--- src/rtl/alarm_pkg.sv ---
// Shared types and limits for the alarm unit: FSM state encoding, field maxima,
// down-counter width and a wrap-around increment helper.
package alarm_pkg;

  typedef enum logic [1:0] {
    IDLE    = 2'd0,
    ARMED   = 2'd1,
    RINGING = 2'd2,
    SNOOZE  = 2'd3
  } state_e;

  localparam logic [5:0] HOUR_MAX = 6'd23;
  localparam logic [5:0] MIN_MAX  = 6'd59;
  localparam int         CNT_W    = 12;

  function automatic logic [5:0] inc_wrap(input logic [5:0] v, input logic [5:0] max);
    return (v == max) ? 6'd0 : v + 6'd1;
  endfunction

endpackage

--- src/rtl/alarm_unit_sec_down_counter.sv ---
// Loadable 12-bit seconds down-counter shared by ring and snooze timing.
// done_o flags the enabled cycle that takes the count from 1 to 0.
module sec_down_counter
  import alarm_pkg::*;
(
  input  logic             clk_i,
  input  logic             rst_n_i,
  input  logic             clr_i,
  input  logic             load_i,
  input  logic [CNT_W-1:0] load_val_i,
  input  logic             en_i,
  output logic [CNT_W-1:0] value_o,
  output logic             done_o
);

  logic [CNT_W-1:0] cnt_q, cnt_d;

  always_comb begin
    cnt_d = cnt_q;
    if (clr_i)
      cnt_d = '0;
    else if (load_i)
      cnt_d = load_val_i;
    else if (en_i && cnt_q != '0)
      cnt_d = cnt_q - CNT_W'(1);
  end

  always_ff @(posedge clk_i) begin
    if (!rst_n_i) cnt_q <= '0;
    else          cnt_q <= cnt_d;
  end

  assign value_o = cnt_q;
  assign done_o  = en_i && (cnt_q == CNT_W'(1));

endmodule

--- src/rtl/alarm_unit.sv ---
// Alarm time register, time-of-day comparator and ring/snooze FSM.
// Optional snooze support is built only when ALARM_SNOOZE_EN is defined.
module alarm_unit
  import alarm_pkg::*;
#(
  parameter int RING_SECS  = 60,
  parameter int SNOOZE_MIN = 5
) (
  input  logic       clk_i,
  input  logic       rst_n_i,
  input  logic       tick_1hz_i,
  input  logic [4:0] hour_true_i,
  input  logic [5:0] minute_true_i,
  input  logic [5:0] second_true_i,
  input  logic       alarm_en_i,
  input  logic       set_mode_i,
  input  logic       btn_hour_i,
  input  logic       btn_min_i,
  input  logic       ack_i,
  input  logic       snooze_i,
  output logic [4:0] hour_al_o,
  output logic [5:0] minute_al_o,
  output logic [5:0] second_al_o,
  output logic       ringing_o,
  output logic       beep_o
);

  localparam logic [CNT_W-1:0] RING_LOAD   = CNT_W'(RING_SECS);
  localparam logic [CNT_W-1:0] SNOOZE_LOAD = CNT_W'(SNOOZE_MIN * 60);

  state_e           state_q;
  logic [4:0]       hour_al_q;
  logic [5:0]       min_al_q;
  logic             ringing_q, beep_q;
  logic             match;
  logic             cnt_clr, cnt_load, cnt_en, cnt_done;
  logic [CNT_W-1:0] cnt_val, cnt_value;

  assign match = tick_1hz_i && !set_mode_i &&
                 (hour_true_i == hour_al_q) && (minute_true_i == min_al_q) &&
                 (second_true_i == 6'd0);

  // Counter control mirrors the FSM priorities: ack beats snooze beats tick.
  always_comb begin
    cnt_clr  = !alarm_en_i;
    cnt_load = 1'b0;
    cnt_val  = RING_LOAD;
    cnt_en   = 1'b0;
    case (state_q)
      ARMED:   cnt_load = match;
      RINGING: begin
        if (!ack_i) begin
`ifdef ALARM_SNOOZE_EN
          if (snooze_i) begin
            cnt_load = 1'b1;
            cnt_val  = SNOOZE_LOAD;
          end else
`endif
            cnt_en = tick_1hz_i;
        end
      end
`ifdef ALARM_SNOOZE_EN
      SNOOZE: begin
        if (!ack_i) begin
          cnt_en   = tick_1hz_i;
          cnt_load = tick_1hz_i && (cnt_value == CNT_W'(1));
        end
      end
`endif
      default: ;
    endcase
  end

  sec_down_counter u_cnt (
    .clk_i      (clk_i),
    .rst_n_i    (rst_n_i),
    .clr_i      (cnt_clr),
    .load_i     (cnt_load),
    .load_val_i (cnt_val),
    .en_i       (cnt_en),
    .value_o    (cnt_value),
    .done_o     (cnt_done)
  );

  always_ff @(posedge clk_i) begin
    if (!rst_n_i) begin
      state_q   <= IDLE;
      hour_al_q <= '0;
      min_al_q  <= '0;
      ringing_q <= 1'b0;
      beep_q    <= 1'b0;
    end else begin
      if (set_mode_i && btn_hour_i) hour_al_q <= 5'(inc_wrap({1'b0, hour_al_q}, HOUR_MAX));
      if (set_mode_i && btn_min_i)  min_al_q  <= inc_wrap(min_al_q, MIN_MAX);

      if (!alarm_en_i) begin
        state_q   <= IDLE;
        ringing_q <= 1'b0;
        beep_q    <= 1'b0;
      end else begin
        case (state_q)
          IDLE:  state_q <= ARMED;
          ARMED: begin
            if (match) begin
              state_q   <= RINGING;
              ringing_q <= 1'b1;
            end
          end
          RINGING: begin
            if (ack_i) begin
              state_q   <= ARMED;
              ringing_q <= 1'b0;
              beep_q    <= 1'b0;
            end
`ifdef ALARM_SNOOZE_EN
            else if (snooze_i) begin
              state_q   <= SNOOZE;
              ringing_q <= 1'b0;
              beep_q    <= 1'b0;
            end
`endif
            else if (tick_1hz_i) begin
              if (cnt_done) begin
                state_q   <= ARMED;
                ringing_q <= 1'b0;
                beep_q    <= 1'b0;
              end else begin
                beep_q <= ~beep_q;
              end
            end
          end
`ifdef ALARM_SNOOZE_EN
          SNOOZE: begin
            if (ack_i) begin
              state_q <= ARMED;
            end else if (tick_1hz_i && cnt_done) begin
              state_q   <= RINGING;
              ringing_q <= 1'b1;
            end
          end
`endif
          default: state_q <= IDLE;
        endcase
      end
    end
  end

`ifndef ALARM_SNOOZE_EN
  logic unused_snooze;
  assign unused_snooze = snooze_i;
`endif

  assign hour_al_o   = hour_al_q;
  assign minute_al_o = min_al_q;
  assign second_al_o = 6'd0;
  assign ringing_o   = ringing_q;
  assign beep_o      = beep_q;

endmodule
--- config.mk ---
export PLATFORM = sky130hd
export DESIGN_NAME = alarm_unit
export DESIGN_NICKNAME = d
export VERILOG_FILES = /design/src/rtl/alarm_pkg.sv /design/src/rtl/alarm_unit_sec_down_counter.sv /design/src/rtl/alarm_unit.sv
export SDC_FILE = /design/constraint.sdc
export NUM_CORES = 1
export LEC_CHECK = 0
export BUFFER_PORTS_ARGS = -buffer_cell sky130_fd_sc_hd__buf_2
export CORE_UTILIZATION = 30
export DETAILED_ROUTE_END_ITERATION = 16
export GPL_ROUTABILITY_DRIVEN = 0
export PLACE_DENSITY = 0.57
export SLEW_MARGIN = 25
export SYNTH_ARGS = -nofsm -noshare
export SYNTH_HDL_FRONTEND = slang
export SYNTH_SLANG_ARGS = --single-unit
--- constraint.sdc ---
create_clock -name clk_i -period 1.4 [get_ports clk_i]
set_input_delay 0.14 -clock clk_i [delete_from_list [all_inputs] [get_ports clk_i]]
set_output_delay 0.14 -clock clk_i [all_outputs]
set_load 0.01 [all_outputs]
==> impl_metrics.csv <==
group,metric,value,unit
run_status,status,"finished with violations",
run_status,violations,"negative setup slack",
worst_hold_path,hold-path-endpoint,"hour_al_o[1]$_SDFFE_PN0P_",
detailed_routing,drt-pass1-iter-count,4,
worst_setup_path,cp-end-kind,"flip-flop",
worst_setup_path,worst-r2r-setup-slack,-150,ps
detailed_routing,drt_iter0_markers,51,
timing,post-route-worst-setup-slack,-146.2,ps
timing,tns,-1361,ps
yosys,netlist_top_cells_count,"27 x dfxtp_1, 21 x xor2_1, 18 x nor2_1",
yosys,yosysMostFrequentCell,"dfxtp_1",
floorplanning,die_x,72.86,um
pwr,power,1.389,mW
worst_hold_path,hp-class,"in2reg",
clock_network,root_buffer,"clkbuf_8",
pwr,internal-power,1.057,mW
final_layout,layout.nets,284,
yosys,ys_seq_area_share,35.88,%
clock_network,cts.clk_slew.worst_paths,90,ps
worst_setup_path,path_max_fanout,3,
placement,hpwl,3000,um
worst_setup_path,r2r_start,"u_cnt.value_o[7]$_SDFFE_PP0P_",
timing,fmax,0.6468,GHz
detailed_routing,routed_wl,3694,um
floorplanning,std_cell_rows,25,
final_layout,drive_above_1_share,48.02,%
pwr,vdd_ir_drop_max,0.4532,mV
final_layout,stdcell_area,0.002215,mm2
yosys,syn_inst,175,
worst_hold_path,hp-start,"btn_hour_i",
pwr,p_leak,0.9570,nW
worst_setup_path,reg2reg_depth,5,
clock_network,clock_path_buffers,2,
final_layout,final_core_util,46.27,%
timing,fin_crit,1546,ps
clock_network,cts_sinks,27,
floorplanning,start_util,31.48,%
yosys,synth_top_flop_cell,"dfxtp_1",
pwr,p_sw_share,23.89,%
global_routing,antenna_found_initial,0,
worst_setup_path,crit_required,1620,ps
global_routing,grt.overflow.total,0,
timing,slew_violations,0,
yosys,ys_ff_latch,27,
clock_network,cts_tree,"done",
floorplanning,core,0.004786,mm2
yosys,synth_top_area_share,35.88,%
timing,hold_viol_final,0,
worst_setup_path,worstReg2RegEnd,"state_q[0]$_SDFFE_PN0P_",
final_layout,syn2layout_area_growth,47.01,%
worst_setup_path,arrival,1770,ps
pwr,seqPwrFrac,56.3,%
clock_network,clk_latency,270,ps
yosys,synthTopCellsByArea,"dfxtp_1 36%, xor2_1 12%, nor2_1 4.5%",
global_routing,grt_pass1_wl,6078,um
pwr,pwr-share-clk,32.4,%
timing,setup_viol,16,
yosys,avgSynthCellArea,8.608,um2
clock_network,numCtsBuffers,3,
timing,hold_ws,161.6,ps
worst_hold_path,min_path_cells,3,
placement,numPortBuffers,37,
yosys,yosysTopAreaCell,"dfxtp_1",
yosys,async_flop_share,0,%
detailed_routing,ant_nets,0,
placement,place_area,0.002066,mm2
detailed_routing,drc,0,
detailed_routing,route.vias.total,1468,
global_routing,grtUsageTotal,15.03,%
clock_network,htreeDepth,1,
yosys,netlist_area,0.001506,mm2
pwr,combPwrFrac,11.3,%
timing,period_share,110.4,%
yosys,synth-edff-count,0,
timing,fin_skew,1.299,ps
job,cap_violations,0,
floorplanning,ios,45,
timing,rsz0062_at_grt,"true",
final_layout,fill_cells,468,
worst_setup_path,start_kind,"flip-flop",
global_routing,grt_pass1_vias,1338,
worst_setup_path,worstSetupPathType,"reg2reg",
yosys,synthDistinctLibCells,39,
floorplanning,dieHeight,72.86,um
clock_network,cts_hold_buf,0,
floorplanning,die_area,0.005309,mm2
yosys,yosys_warnings,0,
final_layout,antenna_cells,0,
detailed_routing,vias_per_cell,4.602,
pwr,p_per_area,627.2,mW/mm2
pwr,switching_power,0.3318,mW
detailed_routing,wl_per_cell,11.58,um
global_routing,grt_max_degree,15,
[layout by cell type (no fill, tap or decap), types with 2 or more instances in the layout]
master / n
clkbuf_8: 3
dfxtp_2: 11
nor2_2: 2
nor2b_1: 2
nor3_1: 2
a21oi_1: 8
nand4b_1: 2
a21boi_0: 4
or4_4: 2
nor4_1: 4
nand3_1: 8
xor2_1: 21
nor2_1: 16
nand2_1: 9
nor4_2: 2
a21oi_2: 4
nor3b_1: 2
dfxtp_1: 14
xnor2_1: 3
and3_1: 3
buf_4: 39
conb_1: 6
ha_1: 4
dfxtp_4: 2
inv_1: 5
buf_2: 37
or2_2: 2
o21ai_0: 4
nand3_2: 2
nand4_1: 6
[power groups by stage]
stage	registers (mW)	clock network (mW)	logic (mW)
CTS	0.782	0.469	0.156
finish	0.782	0.450	0.157
global route	0.784	0.497	0.175
detailed placement	0.801	0	0.149
floorplan	0.806	0	0.0678
global placement	0.801	0	0.149
[metal layers]
layer  track usage [%]  part of all wire, %
met5                 0                    0
met3             3.867                  5.6
met2             26.06                   49
met4             4.575                  1.3
met1             18.19                   44
[sequential cells by signal, summed over array words and instances, names as in the netlist]
name / cells
u_cnt.value_o: 12
beep_o: 1
hour_al_o: 5
minute_al_o: 6
state_q: 2
ringing_o: 1
[worst max path at each step]
stage	from	to	slack (ps)
after global routing	u_cnt.value_o[5]$_SDFFE_PN0P_	u_cnt.value_o[5]$_SDFFE_PN0P_	-220
after CTS	hour_al_o[1]$_SDFFE_PN0P_	state_q[1]$_SDFFE_PN0P_	-130
after floorplan	u_cnt.value_o[7]$_SDFFE_PP0P_	ringing_o$_SDFFE_PN0P_	-60
after global placement	second_true_i[3]	u_cnt.value_o[4]$_SDFFE_PN0P_	-230
after detailed placement	second_true_i[3]	state_q[1]$_SDFFE_PN0P_	-270
final	u_cnt.value_o[7]$_SDFFE_PP0P_	state_q[0]$_SDFFE_PN0P_	-150
[per-stage QoR]
stage	setup WS (ps)	cells
finish	-146.2	319
floorplan	-62.28	180
global route	-215.5	319
detailed placement	-273.6	313
CTS	-129.5	319
global placement	-225.5	313
[layout make-up]
type                       instances  area (um2)  share of cell area, %
multi-input combinational        139        1016                  45.88
sequential                        27       561.8                  25.37
timing repair buffer              77       489.2                  22.09
tap                               67       83.83                  3.785
clock buffer                       4       45.04                  2.034
inverter                           5       18.77                 0.8475
[kinds of logic (layout without fill, tap and decap cells)]
group / count (synthesis) / after routing / share of synthesized area (%)
compound gates: 27 / 27 / 10.96
xor+xnor: 25 / 25 / 14.53
fa+ha+maj: 5 / 5 / 4.153
buf+inv: 14 / 86 / 5.232
flops: 27 / 27 / 35.88
other cells: 1 / 6 / 0.2489
simple gates: 76 / 76 / 28.99
[worst max-delay path, stage by stage, from the launching register on]
cell and delay (ps):
dfxtp_2 330, or4_4 560, nor3_4 190, a41oi_2 140, inv_1 120, and3_1 150
[repair_timing]
action                                  CTS  global route
buffers inserted                          2             0
cloned                                    0             0
pin swaps                                16            12
gates resized for setup                  14            10
endpoints found under the setup margin   17            18
Note: power is estimated with default switching activity, not from simulation.
